===== config.mk =====
export PLATFORM = sky130hd
export DESIGN_NAME = pll_reset_sequencer_flat
export DESIGN_NICKNAME = d
export VERILOG_FILES = /design/src/rtl/pll_reset_sequencer_if.sv /design/src/rtl/pll_reset_sequencer.sv /design/src/flat_wrapper.sv
export SDC_FILE = /design/constraint.sdc
export NUM_CORES = 1
export LEC_CHECK = 0
export CAP_MARGIN = 20
export CORE_MARGIN = 2
export CORE_UTILIZATION = 40
export CTS_CLUSTER_SIZE = 14
export DETAILED_ROUTE_END_ITERATION = 16
export PLACE_DENSITY_LB_ADDON = 0.05
export SLEW_MARGIN = 20
export SYNTH_ARGS = -nofsm -noshare
export SYNTH_HDL_FRONTEND = slang
export SYNTH_SLANG_ARGS = --single-unit

===== constraint.sdc =====
create_clock -name clk -period 2 [get_ports clk]
set_clock_uncertainty 0.05 [all_clocks]
set_input_delay 0.5 -clock clk [delete_from_list [all_inputs] [get_ports clk]]
set_output_delay 0.5 -clock clk [all_outputs]
set_load 0.05 [all_outputs]

===== src/rtl/pll_reset_sequencer_if.sv =====
// PLL lock / system reset bundle between the PLL wrapper, the reset sequencer
// and the top-level reset distribution.
interface pll_reset_sequencer_if;
  logic       pll_locked;
  logic       sys_reset_n;
  logic [1:0] state;
  logic [7:0] lock_loss_count;

  modport master (
    output pll_locked,
    input  sys_reset_n,
    input  state,
    input  lock_loss_count
  );

  modport slave (
    input  pll_locked,
    output sys_reset_n,
    output state,
    output lock_loss_count
  );
endinterface


===== src/rtl/pll_reset_sequencer.sv =====
// Synchronises and filters PLL lock, holds system reset after lock, drops it on lock loss.
// Optional macro PLL_RESET_SEQ_LOSS_COUNT_EN enables the saturating lock-loss counter.
module pll_reset_sequencer #(
  parameter int unsigned LOCK_FILTER = 16,
  parameter int unsigned HOLD_CYCLES = 64
) (
  input  logic                    clk,
  input  logic                    reset_n,
  pll_reset_sequencer_if.slave    bus
);

  localparam int unsigned FW = $clog2(LOCK_FILTER + 1);
  localparam int unsigned HW = $clog2(HOLD_CYCLES + 1);

  typedef enum logic [1:0] {
    WAIT_LOCK = 2'd0,
    HOLD      = 2'd1,
    RUN       = 2'd2
  } state_e;

  logic          s1_q, s2_q;
  state_e        state_q, state_d;
  logic [FW-1:0] filt_q, filt_d;
  logic [HW-1:0] hold_q, hold_d;
  logic          sys_reset_n_q, sys_reset_n_d;
  logic          loss_bump;

  // Two-flop synchroniser; s2_q is the only view of lock the FSM ever gets.
  // NOTE: sequential state uses non-blocking assignments so every flop samples pre-edge values.
  always_ff @(posedge clk or negedge reset_n) begin
    if (!reset_n) begin
      s1_q <= 1'b0;
      s2_q <= 1'b0;
    end else begin
      s1_q <= bus.pll_locked;
      s2_q <= s1_q;
    end
  end

  always_ff @(posedge clk or negedge reset_n) begin
    if (!reset_n) begin
      state_q       <= WAIT_LOCK;
      filt_q        <= '0;
      hold_q        <= '0;
      sys_reset_n_q <= 1'b0;
    end else begin
      state_q       <= state_d;
      filt_q        <= filt_d;
      hold_q        <= hold_d;
      sys_reset_n_q <= sys_reset_n_d;
    end
  end

  // NOTE: every comb output gets a default first, so no path can infer a latch.
  always_comb begin
    state_d   = state_q;
    filt_d    = filt_q;
    hold_d    = hold_q;
    loss_bump = 1'b0;
    unique case (state_q)
      WAIT_LOCK: begin
        if (!s2_q) begin
          filt_d = '0;
        end else if (filt_q == FW'(LOCK_FILTER - 1)) begin
          state_d = HOLD;
          filt_d  = '0;
          hold_d  = '0;
        end else begin
          filt_d = filt_q + 1'b1;
        end
      end
      HOLD: begin
        // Lock loss wins over hold expiry so sys_reset_n can never pulse high.
        if (!s2_q) begin
          state_d = WAIT_LOCK;
          filt_d  = '0;
          hold_d  = '0;
        end else if (hold_q == HW'(HOLD_CYCLES - 1)) begin
          state_d = RUN;
          hold_d  = '0;
        end else begin
          hold_d = hold_q + 1'b1;
        end
      end
      RUN: begin
        if (!s2_q) begin
          state_d   = WAIT_LOCK;
          filt_d    = '0;
          hold_d    = '0;
          loss_bump = 1'b1;
        end
      end
      default: begin
        state_d = WAIT_LOCK;
        filt_d  = '0;
        hold_d  = '0;
      end
    endcase
  end

  always_comb begin
    sys_reset_n_d = (state_d == RUN);
  end

  assign bus.sys_reset_n = sys_reset_n_q;
  assign bus.state       = state_q;

`ifdef PLL_RESET_SEQ_LOSS_COUNT_EN
  logic [7:0] loss_q, loss_d;

  always_comb begin
    loss_d = loss_q;
    if (loss_bump && (loss_q != 8'hFF)) loss_d = loss_q + 8'd1;
  end

  always_ff @(posedge clk or negedge reset_n) begin
    if (!reset_n) loss_q <= 8'd0;
    else          loss_q <= loss_d;
  end

  assign bus.lock_loss_count = loss_q;
`else
  logic unused_loss_bump;
  assign unused_loss_bump    = loss_bump;
  assign bus.lock_loss_count = 8'd0;
`endif

endmodule

===== src/flat_wrapper.sv =====
// flat-port wrapper written by rule: the top's interface ports become plain ports
module pll_reset_sequencer_flat 
#(
  parameter int unsigned LOCK_FILTER = 16,
  parameter int unsigned HOLD_CYCLES = 64
)
  (clk, reset_n, bus_pll_locked, bus_sys_reset_n, bus_state, bus_lock_loss_count);
  pll_reset_sequencer_if bus_i ();
  input  logic clk;
  input  logic reset_n;
  input wire logic [$bits(bus_i.pll_locked)-1:0] bus_pll_locked;
  output wire logic [$bits(bus_i.sys_reset_n)-1:0] bus_sys_reset_n;
  output wire logic [$bits(bus_i.state)-1:0] bus_state;
  output wire logic [$bits(bus_i.lock_loss_count)-1:0] bus_lock_loss_count;
  assign bus_i.pll_locked = bus_pll_locked;
  assign bus_sys_reset_n = bus_i.sys_reset_n;
  assign bus_state = bus_i.state;
  assign bus_lock_loss_count = bus_i.lock_loss_count;
  pll_reset_sequencer #(.LOCK_FILTER(LOCK_FILTER), .HOLD_CYCLES(HOLD_CYCLES)) u_core (.clk(clk), .reset_n(reset_n), .bus(bus_i));
endmodule

==> key figures, run 1 <==
Setup path
  • Worst R2R Setup Slack: between 0.15 and 0.2 ns
  • CP startpoint kind: flop
  • Worst setup EP type: flop
  • FF-to-FF Start: u_core.bus.state[1]
  • CP max-delay cell: dfrtp_1
  • Worst Path Max Fanout: 14
  • Crit path cell chain: inv_1 > ha_1 > buf_4 > mux2i_1 > o21ai_4 > o41ai_1
  • Largest stage delay on the critical path: 0.43 ns
  • WS Path Type: reg -> reg
  • CP arrival: slightly below 2 ns
  • R2R cell count: 6
  • Data required time of the worst path: ~2.1 ns
  • Worst reg2reg endpoint: u_core.hold_q[3]

STA
  • Fin crit share: slightly above 90%
  • Final Hold Vio Count: 0
  • Worst hold margin: 0.3132 ns
  • Final Slew Violations: 0
  • Endpoints failing setup: 0
  • Fmax achieved: around 0.55 GHz
  • Min Tclk post-route: 1.820 ns

Placed design
  • Routability cong.: roughly 0.75
  • Port bufs: 5
  • Post-DP HPWL: between 1000 and 1500 um
  • Placed Instance Area: 1049 um^2

Hold path
  • Hold_sp: u_core.s1_q
  • Hold Path End: u_core.s2_q
  • Hold WC Path Type: reg -> reg
  • WHS Path Cells: 0

Global routing
  • Met2 Track Usage GR: 24.59%
  • First-pass GRT wire length: approximately 3200 um
  • Gr busiest metal: met2
  • Total GRT Usage: between 10% and 20%
  • Pin count of the biggest net entering global routing: 18
  • Met1 Track Usage GR: a little under a fifth
  • GRT overflow: 0
  • Vias in the first global route: approximately 700
  • Initial antenna violation count: 0
  • Met3 GRT Util: about 5.8%

Clock network
  • Clk_lat worst skew: 0.29 ns
  • Clock transition at path regs: 0.10 ns
  • Cts hold-fix bufs: 0
  • Clock sinks: 17
  • CTS Buffer Depth: 2
  • TritonCTS Buffers: 3
  • CTS root buffer: clkbuf_4
  • Post-CTS setup buffers: 0
  • H-tree depth: 1
  • TritonCTS clock tree: built
  • Post-CTS sizing: 0

Drt
  • Initial DRC count: 13
  • Vias: 718
  • Drt first pass iters: 4
  • Via-to-Cell Ratio: roughly 5
  • Antenna viol nets, final: 0
  • Routed WL: approximately 1700 um
  • DR DRC count: 0
  • Average wire per standard cell: 12.07 um

Die
  • Cell Rows: 18
  • Full die area: 2912 um^2
  • Core Region: between 2000 and 2500 um^2
  • Initial Utilization: between 40% and 50%
  • Top Ports: 14
  • Die X: approximately 54 um
  • Die Span Y: approximately 54 um

Run status
  • Outcome: complete, no violations

Synthesis
  • Yosys top cell area share: approximately 43%
  • Post-Syn Area: 998.5 um^2
  • Most used DFF post-synth: dfrtp_1
  • Syn Area/Cell: 9.694 um^2
  • Number of synthesized register bits: 17
  • Synth cell types: 36
  • Most common cell in the netlist: dfrtp_1
  • Synth cell count leaders: 17 x dfrtp_1, 12 x nand2_1, 8 x buf_4
  • Cells after Synth: 103
  • Yosys warns: 0
  • Seq/Total Area, Yosys: between 40% and 50%
  • Number of flops mapped to enable cells by yosys: 0
  • Cell taking the most area after synthesis: dfrtp_1
  • Post-synth ARST share: 100.0%
  • Top cells by area, synth: dfrtp_1 43%, ha_1 7.5%, buf_4 6.0%

Cells and area
  • # fillers: roughly 220
  • Area of the multi-input gates: between 500 and 600 um^2
  • Layout Area Growth over Synthesis: 8.396%
  • Final #Nets: ~120
  • Diode count: 0
  • Fraction of layout cells with a size suffix above 1: ~14%
  • Storage cell area: 426.7 um^2
  • Final instance area: 1082 um^2

Pwr
  • Peak supply drop: 0.0002909 V
  • Leakage: between 0.0004 and 0.0005 uW
  • Power per cell area: around 560 nW/um^2
  • Power Total: a little over 600 uW

Flow run
  • Max cap viols: 0
area by class of cell:
cell class,instances,share of cell area (%)
repair buffers,8,6.012
multi-input cells,79,47.63
clock buffers,4,2.428
well taps,30,3.468
flip-flops and latches,17,39.42
inverters,3,1.040
through the flow:
stage	utilization, %	std cells	worst slack (ns)	TNS [ns]
6_report	44.91	141	0.1797	0
5_1_grt	44.91	141	-0.01499	-0.01499
4_1_cts	44.60	141	0.1954	0
3_5_place_dp	43.51	137	0.2038	0
3_3_place_gp	43.51	137	0.2061	0
2_1_floorplan	-	110	0.008372	0
power breakdown:
part | leakage [uW] | switching (uW) | internal [uW]
combinational | 0.000244 | 48.3 | 15.5
sequential | 0.000229 | 6.71 | 350
clock | 0.0000150 | 108 | 77.6
critical path: cells and delay by family (launching register included):
kind,cells,cell delay [ns]
flip-flops,1,0.43
AO/OA/AOI/OAI,2,0.54
adder cells (fa/ha/maj),1,0.20
multiplexers,1,0.22
buffers and inverters,2,0.25
cells by family (layout without fill, tap and decap cells):
| family | after synthesis | in the layout | synth area share (%) |
|---|---|---|---|
| AO/OA/AOI/OAI | 25 | 25 | 18.05 |
| AND/OR/NAND/NOR | 38 | 38 | 20.18 |
| adder cells (fa/ha/maj) | 6 | 6 | 7.519 |
| other | 1 | 8 | 0.3756 |
| flip-flops | 17 | 17 | 42.61 |
| buffers and inverters | 14 | 15 | 9.147 |
| multiplexers | 2 | 2 | 2.130 |
worst max-delay path by stage:
stage	end	cells past startpoint	slack (ns)	startpoint
floorplan	u_core.filt_q[2]	7	0.008	u_core.bus.state[1]
global placement	u_core.bus.sys_reset_n	5	0.21	u_core.filt_q[0]
detailed placement	u_core.bus.sys_reset_n	5	0.20	u_core.filt_q[0]
CTS	u_core.bus.sys_reset_n	5	0.20	u_core.filt_q[0]
global route	u_core.hold_q[3]	6	-0.01	u_core.bus.state[1]
finish	u_core.hold_q[3]	6	0.18	u_core.bus.state[1]
sequential cells by signal, indices dropped and copies added (netlist names):
name,count
u_core.s2_q,1
u_core.filt_q,5
u_core.hold_q,7
u_core.bus.state,2
u_core.bus.sys_reset_n,1
u_core.s1_q,1
metal layers:
metal | up-vias | share of wire, %
met3 | 2 | 4.1
met4 | 0 | 0.88
met2 | 11 | 45
met1 | 333 | 50
met5 | - | 0
li1 | 372 | -
cell usage in the layout, fill, tap and decap left out, types with 2 or more instances in the layout:
cell and instances:
a21boi_0 3, a2bb2oi_1 2, a31oi_1 2, buf_4 6, clkbuf_4 3, clkdlybuf4s50_1 2, conb_1 8, dfrtp_1 16
ha_1 6, inv_1 3, nand2_1 12, nand3_1 5, nand4b_1 2, nor2_1 7, nor2b_1 2, o21ai_0 7
o41ai_1 2, or3_1 4
Note: power is estimated with default switching activity, not from simulation.
==> run 2, diff against run 1 <==
--- a/config.mk
+++ b/config.mk
@@ -10,7 +10,7 @@
 export CORE_UTILIZATION = 40
 export CTS_CLUSTER_SIZE = 14
 export DETAILED_ROUTE_END_ITERATION = 16
-export PLACE_DENSITY_LB_ADDON = 0.05
+export PLACE_DENSITY_LB_ADDON = 0.1
 export SLEW_MARGIN = 20
 export SYNTH_ARGS = -nofsm -noshare
 export SYNTH_HDL_FRONTEND = slang
==> constraint.sdc (replaced) <==
create_clock -name clk -period 1.8 [get_ports clk]
set_clock_uncertainty 0.05 [all_clocks]
set_input_delay 0.45 -clock clk [delete_from_list [all_inputs] [get_ports clk]]
set_output_delay 0.45 -clock clk [all_outputs]
set_load 0.05 [all_outputs]
==> run 2 against run 1 <==
  * First-iteration DRC count decreased by 31%
  * Global-route usage decreased by 1.6 points
  * Flip-flop and latch count unchanged
  * Hold slack got worse by 0.0023 ns
  * Final area increased by 5.0%
  * Critical path depth unchanged
  * Via count increased by 2.4%
  * Clock-buffer cell count unchanged
  * Critical endpoint unchanged
==> key figures, run 2 (synthesized netlist as in run 1, its figures left out) <==
Pwr
  • Clk pwr share: 30.1% (-0.5 points)
  • Seq pwr share: 59.3% (+0.4 points)
  • Comb power frac: 10.5% (about the same)
  • P_sw: 175.7 uW (+7.7%)
  • Sw Share: 26.28% (-0.61 points)
  • Peak supply drop: 0.0005116 V (+76%)
  • Power per cell area: 588.3 nW/um^2 (+5.0%)
  • P_int: 492.7 uW (+11%)
  • Power Total: 668.3 uW (+10%)
  • Leakage: 0.0005084 uW (+4.2%)

Setup path
  • CP max-delay cell: dfrtp_2
  • Largest stage delay on the critical path: 0.44 ns (about the same)
  • Crit path cell chain: inv_1 > ha_4 > mux2i_1 > o21ai_2 > buf_4 > o41ai_1
  • FF-to-FF Start: u_core.bus.state[1]
  • R2R cell count: 6 (unchanged)
  • Worst Path Max Fanout: 13 (-1)
  • Buf+Inv Stages, Crit Path: 2 (unchanged)
  • Data required time of the worst path: 1.94 ns (-0.18 ns)
  • Worst reg2reg endpoint: u_core.hold_q[3]
  • Worst setup EP type: flop
  • WS Path Type: reg -> reg
  • Worst R2R Setup Slack: 0.15 ns (-0.03 ns)
  • CP startpoint kind: flop
  • Crit path max-delay family: flip-flops
  • CP arrival: 1.79 ns (-0.15 ns)

Global routing
  • GRT overflow: 0 (unchanged)
  • Initial antenna violation count: 0 (unchanged)
  • First-pass GRT wire length: 2898 um (-8.7%)
  • Total GRT Usage: 13.89% (-1.6 points)
  • Vias in the first global route: 666 (-4.0%)
  • Pin count of the biggest net entering global routing: 18 (unchanged)

Cells and area
  • Fraction of layout cells with a size suffix above 1: 17.54% (+4.0 points)
  • Diode count: 0 (unchanged)
  • Largest Register: u_core.hold_q
  • # fillers: 236 (+8.3%)
  • Commonest non-fill, non-tap cell in the layout: dfrtp_1
  • Largest register FFs: 7 (unchanged)
  • Most frequent cells in the layout: 15 x dfrtp_1, 12 x nand2_1, 8 x conb_1
  • Layout Area Growth over Synthesis: 13.78%
  • Final #Nets: 124 (+2.5%)

STA
  • Min Tclk post-route: 1.647 ns (-0.1736 ns)
  • Setup WS post-layout: 0.1533 ns (-0.02637 ns)
  • Final Hold Vio Count: 0 (unchanged)
  • Setup_tns: 0 ns (unchanged)
  • Endpoints failing setup: 0 (unchanged)
  • Fin crit share: 91.48% (+0.47 points)
  • Fmax achieved: 0.6073 GHz (+11%)
  • Final Slew Violations: 0 (unchanged)
  • Unrepaired setup endpoints after global routing: no

Hold path
  • Hold_sp: u_core.s1_q
  • WHS Path Cells: 0 (unchanged)
  • Hold WC Path Type: reg -> reg
  • Hold Path End: u_core.s2_q

Drt
  • DR DRC count: 0 (unchanged)
  • Drt first pass iters: 4 (unchanged)
  • Initial DRC count: 9 (-4)
  • Routed WL: 1689 um (-0.76%)
  • Vias: 735 (+2.4%)
  • Antenna viol nets, final: 0 (unchanged)
  • Via-to-Cell Ratio: 5.104 (+0.24%)
  • Average wire per standard cell: 11.73 um (-2.8%)

Clock network
  • Post-CTS setup buffers: 0 (unchanged)
  • CTS Buffer Depth: 2 (unchanged)
  • H-tree depth: 1 (unchanged)
  • TritonCTS clock tree: built
  • Clock sinks: 17 (unchanged)
  • CTS root buffer: clkbuf_4
  • Cts hold-fix bufs: 0 (unchanged)
  • Clk_lat worst skew: 0.29 ns (about the same)
  • Clock transition at path regs: 0.10 ns (about the same)
  • TritonCTS Buffers: 3 (unchanged)

Placed design
  • Port bufs: 5 (unchanged)
  • Post-DP HPWL: 1256 um (+2.6%)
  • DP Worst Slack: 0.09174 ns (-0.1121 ns)
  • Routability cong.: 0.7635 (+1.6%)

Die
  • Cell Rows: 18 (unchanged)
  • Die X: 53.96 um (unchanged)
  • Top Ports: 14 (unchanged)
  • Full die area: 2912 um^2 (unchanged)
  • Core Region: 2410 um^2 (unchanged)
  • Die Span Y: 53.96 um (unchanged)
  • Initial Utilization: 41.43% (unchanged)

Run status
  • Outcome: complete, no violations

Flow run
  • Max cap viols: 0 (unchanged)
==> run 2: cell types whose count changed in the layout (fill, tap and decap cells not counted), sizes merged <==
cell	delta
buf	+3
==> run 2: worst max-delay path by stage <==
| stage | cells past startpoint | start | end |
|---|---|---|---|
| 6_report | 6 | u_core.bus.state[1] | u_core.hold_q[3] |
| 2_1_floorplan | 7 | u_core.bus.state[0] | u_core.filt_q[2] |
| 3_3_place_gp | 6 | u_core.bus.state[1] | u_core.hold_q[3] |
| 3_5_place_dp | 6 | u_core.bus.state[1] | u_core.hold_q[3] |
| 5_1_grt | 6 | u_core.bus.state[1] | u_core.hold_q[3] |
| 4_1_cts | 6 | u_core.bus.state[1] | u_core.hold_q[3] |
==> run 2: per-layer routing <==
metal  up-vias  share of wire (%)  track usage, %  wire [um]
li1        376                  -               -          -
met1       342                 49           17.59        830
met2        15                 45           20.93        762
met3         2                4.9           6.389         82
met4         0               0.77           4.274         13
met5         -                  0               0          0
==> run 2: timing repair <==
item                       CTS  global route
setup endpoints to repair    0             5
hold endpoints to repair     0             0
resized for setup            0             2
==> run 2: per-stage QoR <==
| step | instance area (um^2) | utilization, % | instances | hold slack, ns |
|---|---|---|---|---|
| 5_1_grt | 1136 | 47.14 | 144 | 0.3230 |
| 6_report | 1136 | 47.14 | 144 | 0.3109 |
| 3_3_place_gp | 1097 | 45.53 | 140 | 0.2905 |
| 2_1_floorplan | 1028 | - | 110 | 0.1044 |
| 4_1_cts | 1124 | 46.63 | 144 | 0.3158 |
| 3_5_place_dp | 1097 | 45.53 | 140 | 0.2943 |
==> run 2: power groups by stage <==
stage / logic (uW) / clock network [uW] / registers, uW
2_1_floorplan: 69.3 / 0 / 402
3_3_place_gp: 71.1 / 0 / 405
3_5_place_dp: 70.9 / 0 / 404
4_1_cts: 71.1 / 214 / 397
5_1_grt: 76.9 / 234 / 399
6_report: 70.4 / 201 / 397
==> run 2: layout make-up <==
| class | instances | area (um^2) | area share, % |
|---|---|---|---|
| Timing Repair Buffer | 11 | 112.6 | 9.912 |
| Multi-Input combinational cell | 79 | 520.5 | 45.81 |
| Inverter | 3 | 11.26 | 0.9912 |
| Sequential cell | 17 | 427.9 | 37.67 |
| Clock buffer | 4 | 26.28 | 2.313 |
| Tap cell | 30 | 37.54 | 3.304 |
==> run 3, diff against run 2 <==
--- a/config.mk
+++ b/config.mk
@@ -10,7 +10,8 @@
 export CORE_UTILIZATION = 40
 export CTS_CLUSTER_SIZE = 14
 export DETAILED_ROUTE_END_ITERATION = 16
-export PLACE_DENSITY_LB_ADDON = 0.1
+export HOLD_SLACK_MARGIN = 0.15
+export PLACE_DENSITY = 0.65
 export SLEW_MARGIN = 20
 export SYNTH_ARGS = -nofsm -noshare
 export SYNTH_HDL_FRONTEND = slang
==> run 3 against run 2 <==
  * Sequential power hardly changed
  * Power is 1.3% higher
  * Routed wire length up 10%
  * Die area unchanged
  * Largest cell class unchanged
  * Clock-buffer cell count unchanged
  * Setup slack got worse by 0.082 ns
  * Core utilization fell by 0.42 points
  * Cell count unchanged
  * Global-route usage is 1.5 points higher
==> key figures, run 3 (synthesized netlist as in run 1, its figures left out) <==
Run status
  • Outcome: complete, no violations

Pwr
  • Clk pwr share: 30.7% (+0.6 points)
  • P_sw: 183.8 uW (+4.6%)
  • Seq pwr share: 58.6% (-0.7 points)
  • Sw Share: 27.15% (+0.87 points)
  • Comb power frac: 10.7% (+0.2 points)
  • Power per cell area: 601.1 nW/um^2 (+2.2%)
  • Peak supply drop: 0.0004236 V (-17%)
  • P_int: 493.1 uW (about the same)
  • Leakage: 0.0005048 uW (-0.71%)
  • Power Total: 676.9 uW (+1.3%)

Setup path
  • CP startpoint kind: flop
  • Largest stage delay on the critical path: 0.46 ns (+0.02 ns)
  • Crit path cell chain: ha_1 > mux2i_1 > o21ai_2 > buf_4 > o41ai_1
  • FF-to-FF Start: u_core.bus.state[1]
  • WS Path Type: reg -> reg
  • Data required time of the worst path: 1.93 ns (about the same)
  • Buf+Inv Stages, Crit Path: 1 (-1)
  • Worst setup EP type: flop
  • Crit path max-delay family: compound AO/OA/AOI/OAI gates
  • CP Launch Point: u_core.bus.state[1]
  • Worst Path Max Fanout: 9 (-4)
  • CP max-delay cell: dfrtp_2
  • CP arrival: 1.86 ns (+0.07 ns)

Die
  • Die Span Y: 53.96 um (unchanged)
  • Cell Rows: 18 (unchanged)
  • Core Region: 2410 um^2 (unchanged)
  • Top Ports: 14 (unchanged)
  • Initial Utilization: 41.43% (unchanged)
  • Full die area: 2912 um^2 (unchanged)
  • Die X: 53.96 um (unchanged)

Clock network
  • Clock transition at path regs: 0.10 ns (about the same)
  • TritonCTS Buffers: 3 (unchanged)
  • Clk_lat worst skew: 0.29 ns (about the same)
  • CTS root buffer: clkbuf_4
  • Clock sinks: 17 (unchanged)
  • H-tree depth: 1 (unchanged)
  • CTS Buffer Depth: 2 (unchanged)
  • Cts hold-fix bufs: 0 (unchanged)
  • TritonCTS clock tree: built

Global routing
  • GRT overflow: 0 (unchanged)
  • Vias in the first global route: 725 (+8.9%)
  • Met1 Track Usage GR: 19.65% (+2.1 points)
  • Initial antenna violation count: 0 (unchanged)
  • Met3 GRT Util: 2.222% (-4.2 points)
  • First-pass GRT wire length: 3236 um (+12%)
  • Gr busiest metal: met2
  • Total GRT Usage: 15.43% (+1.5 points)
  • Met2 Track Usage GR: 25.41% (+4.5 points)
  • Pin count of the biggest net entering global routing: 18 (unchanged)

STA
  • Final Slew Violations: 0 (unchanged)
  • Fmax achieved: 0.5786 GHz (-4.7%)
  • Fin crit share: 96.01% (+4.5 points)
  • Unrepaired setup endpoints after global routing: yes
  • Setup WS post-layout: 0.07177 ns (-0.08153 ns)
  • Min Tclk post-route: 1.728 ns (+0.08153 ns)
  • Endpoints failing setup: 0 (unchanged)
  • Final Hold Vio Count: 0 (unchanged)

Cells and area
  • Fin util: 46.73% (-0.42 points)
  • Non-Filler Instances: 144 (unchanged)
  • Most frequent cells in the layout: 15 x dfrtp_1, 12 x nand2_1, 8 x conb_1
  • Final #Nets: 124 (unchanged)
  • Commonest non-fill, non-tap cell in the layout: dfrtp_1
  • # fillers: 223 (-5.5%)
  • Fraction of layout cells with a size suffix above 1: 17.54% (unchanged)
  • Final instance area: 1126 um^2 (-0.88%)
  • Layout Area Growth over Synthesis: 12.78%
  • Diode count: 0 (unchanged)
  • Largest register FFs: 7 (unchanged)
  • Largest Register: u_core.hold_q

Drt
  • Routed WL: 1861 um (+10%)
  • DR DRC count: 0 (unchanged)
  • Via-to-Cell Ratio: 5.417 (+6.1%)
  • Vias: 780 (+6.1%)
  • Average wire per standard cell: 12.92 um (+10%)
  • Drt first pass iters: 4 (unchanged)
  • Antenna viol nets, final: 0 (unchanged)
  • Initial DRC count: 22 (+13)

Placed design
  • Post-DP HPWL: 1341 um (+6.7%)
  • DP Cell Count: 139 (-0.71%)
  • Port bufs: 5 (unchanged)
  • Routability cong.: 0.7568 (-0.88%)
  • DP Worst Slack: 0.1109 ns (+0.01914 ns)
  • Placed Instance Area: 1090 um^2 (-0.68%)

Hold path
  • Hold_sp: u_core.s1_q
  • Hold WC Path Type: reg -> reg

Flow run
  • Max cap viols: 0 (unchanged)
==> run 3: metrics by stage <==
step,TNS (ns),hold slack [ns]
after floorplan,0,0.1044
final,0,0.3142
after detailed placement,0,0.2858
after global routing,-0.05173,0.3310
after CTS,0,0.3078
after global placement,0,0.2848
==> run 3: final timing paths <==
path / endpoint / slack, ns / cells after the start
min in group asynchronous: u_core.filt_q[0] / 0.42 / 2
setup reg to reg: u_core.hold_q[3] / 0.07 / 5
setup / recovery: u_core.hold_q[3] / 0.07 / 5
max in group asynchronous: u_core.bus.state[1] / 1.07 / 2
hold / removal: u_core.s2_q / 0.31 / 0
hold reg to reg: u_core.s2_q / 0.31 / 0
==> run 3: power groups by stage <==
stage / logic, uW / registers (uW) / clock network, uW
floorplan: 69.3 / 402 / 0
global placement: 70.7 / 404 / 0
detailed placement: 72.5 / 404 / 0
CTS: 73.2 / 397 / 208
global route: 80.6 / 398 / 220
finish: 72.7 / 397 / 208
==> run 3: worst register-to-register path, stage by stage (launching register included) <==
cell and delay, ns:
dfrtp_2 0.46, ha_1 0.24, mux2i_1 0.18, o21ai_2 0.15, buf_4 0.19, o41ai_1 0.35
==> run 3: what timing repair did <==
action	CTS	global route
gates resized for setup	0	1
setup buffers	0	1
setup endpoints to repair	0	3
==> run 3: layout make-up <==
type	count	area [um^2]	share of cell area [%]
multi-input cells	79	510.5	45.33
flip-flops and latches	17	427.9	38.00
repair buffers	11	112.6	10.00
well taps	30	37.54	3.333
clock buffers	4	26.28	2.333
inverters	3	11.26	1.000
==> run 3: routing by layer <==
layer  share of wire, %  vias to the layer above  wire (um)
li1                   -                      379          -
met1                 47                      377        879
met2                 47                       19        867
met3                3.9                        5         73
met4                2.1                        0         40
met5                  0                        -          0
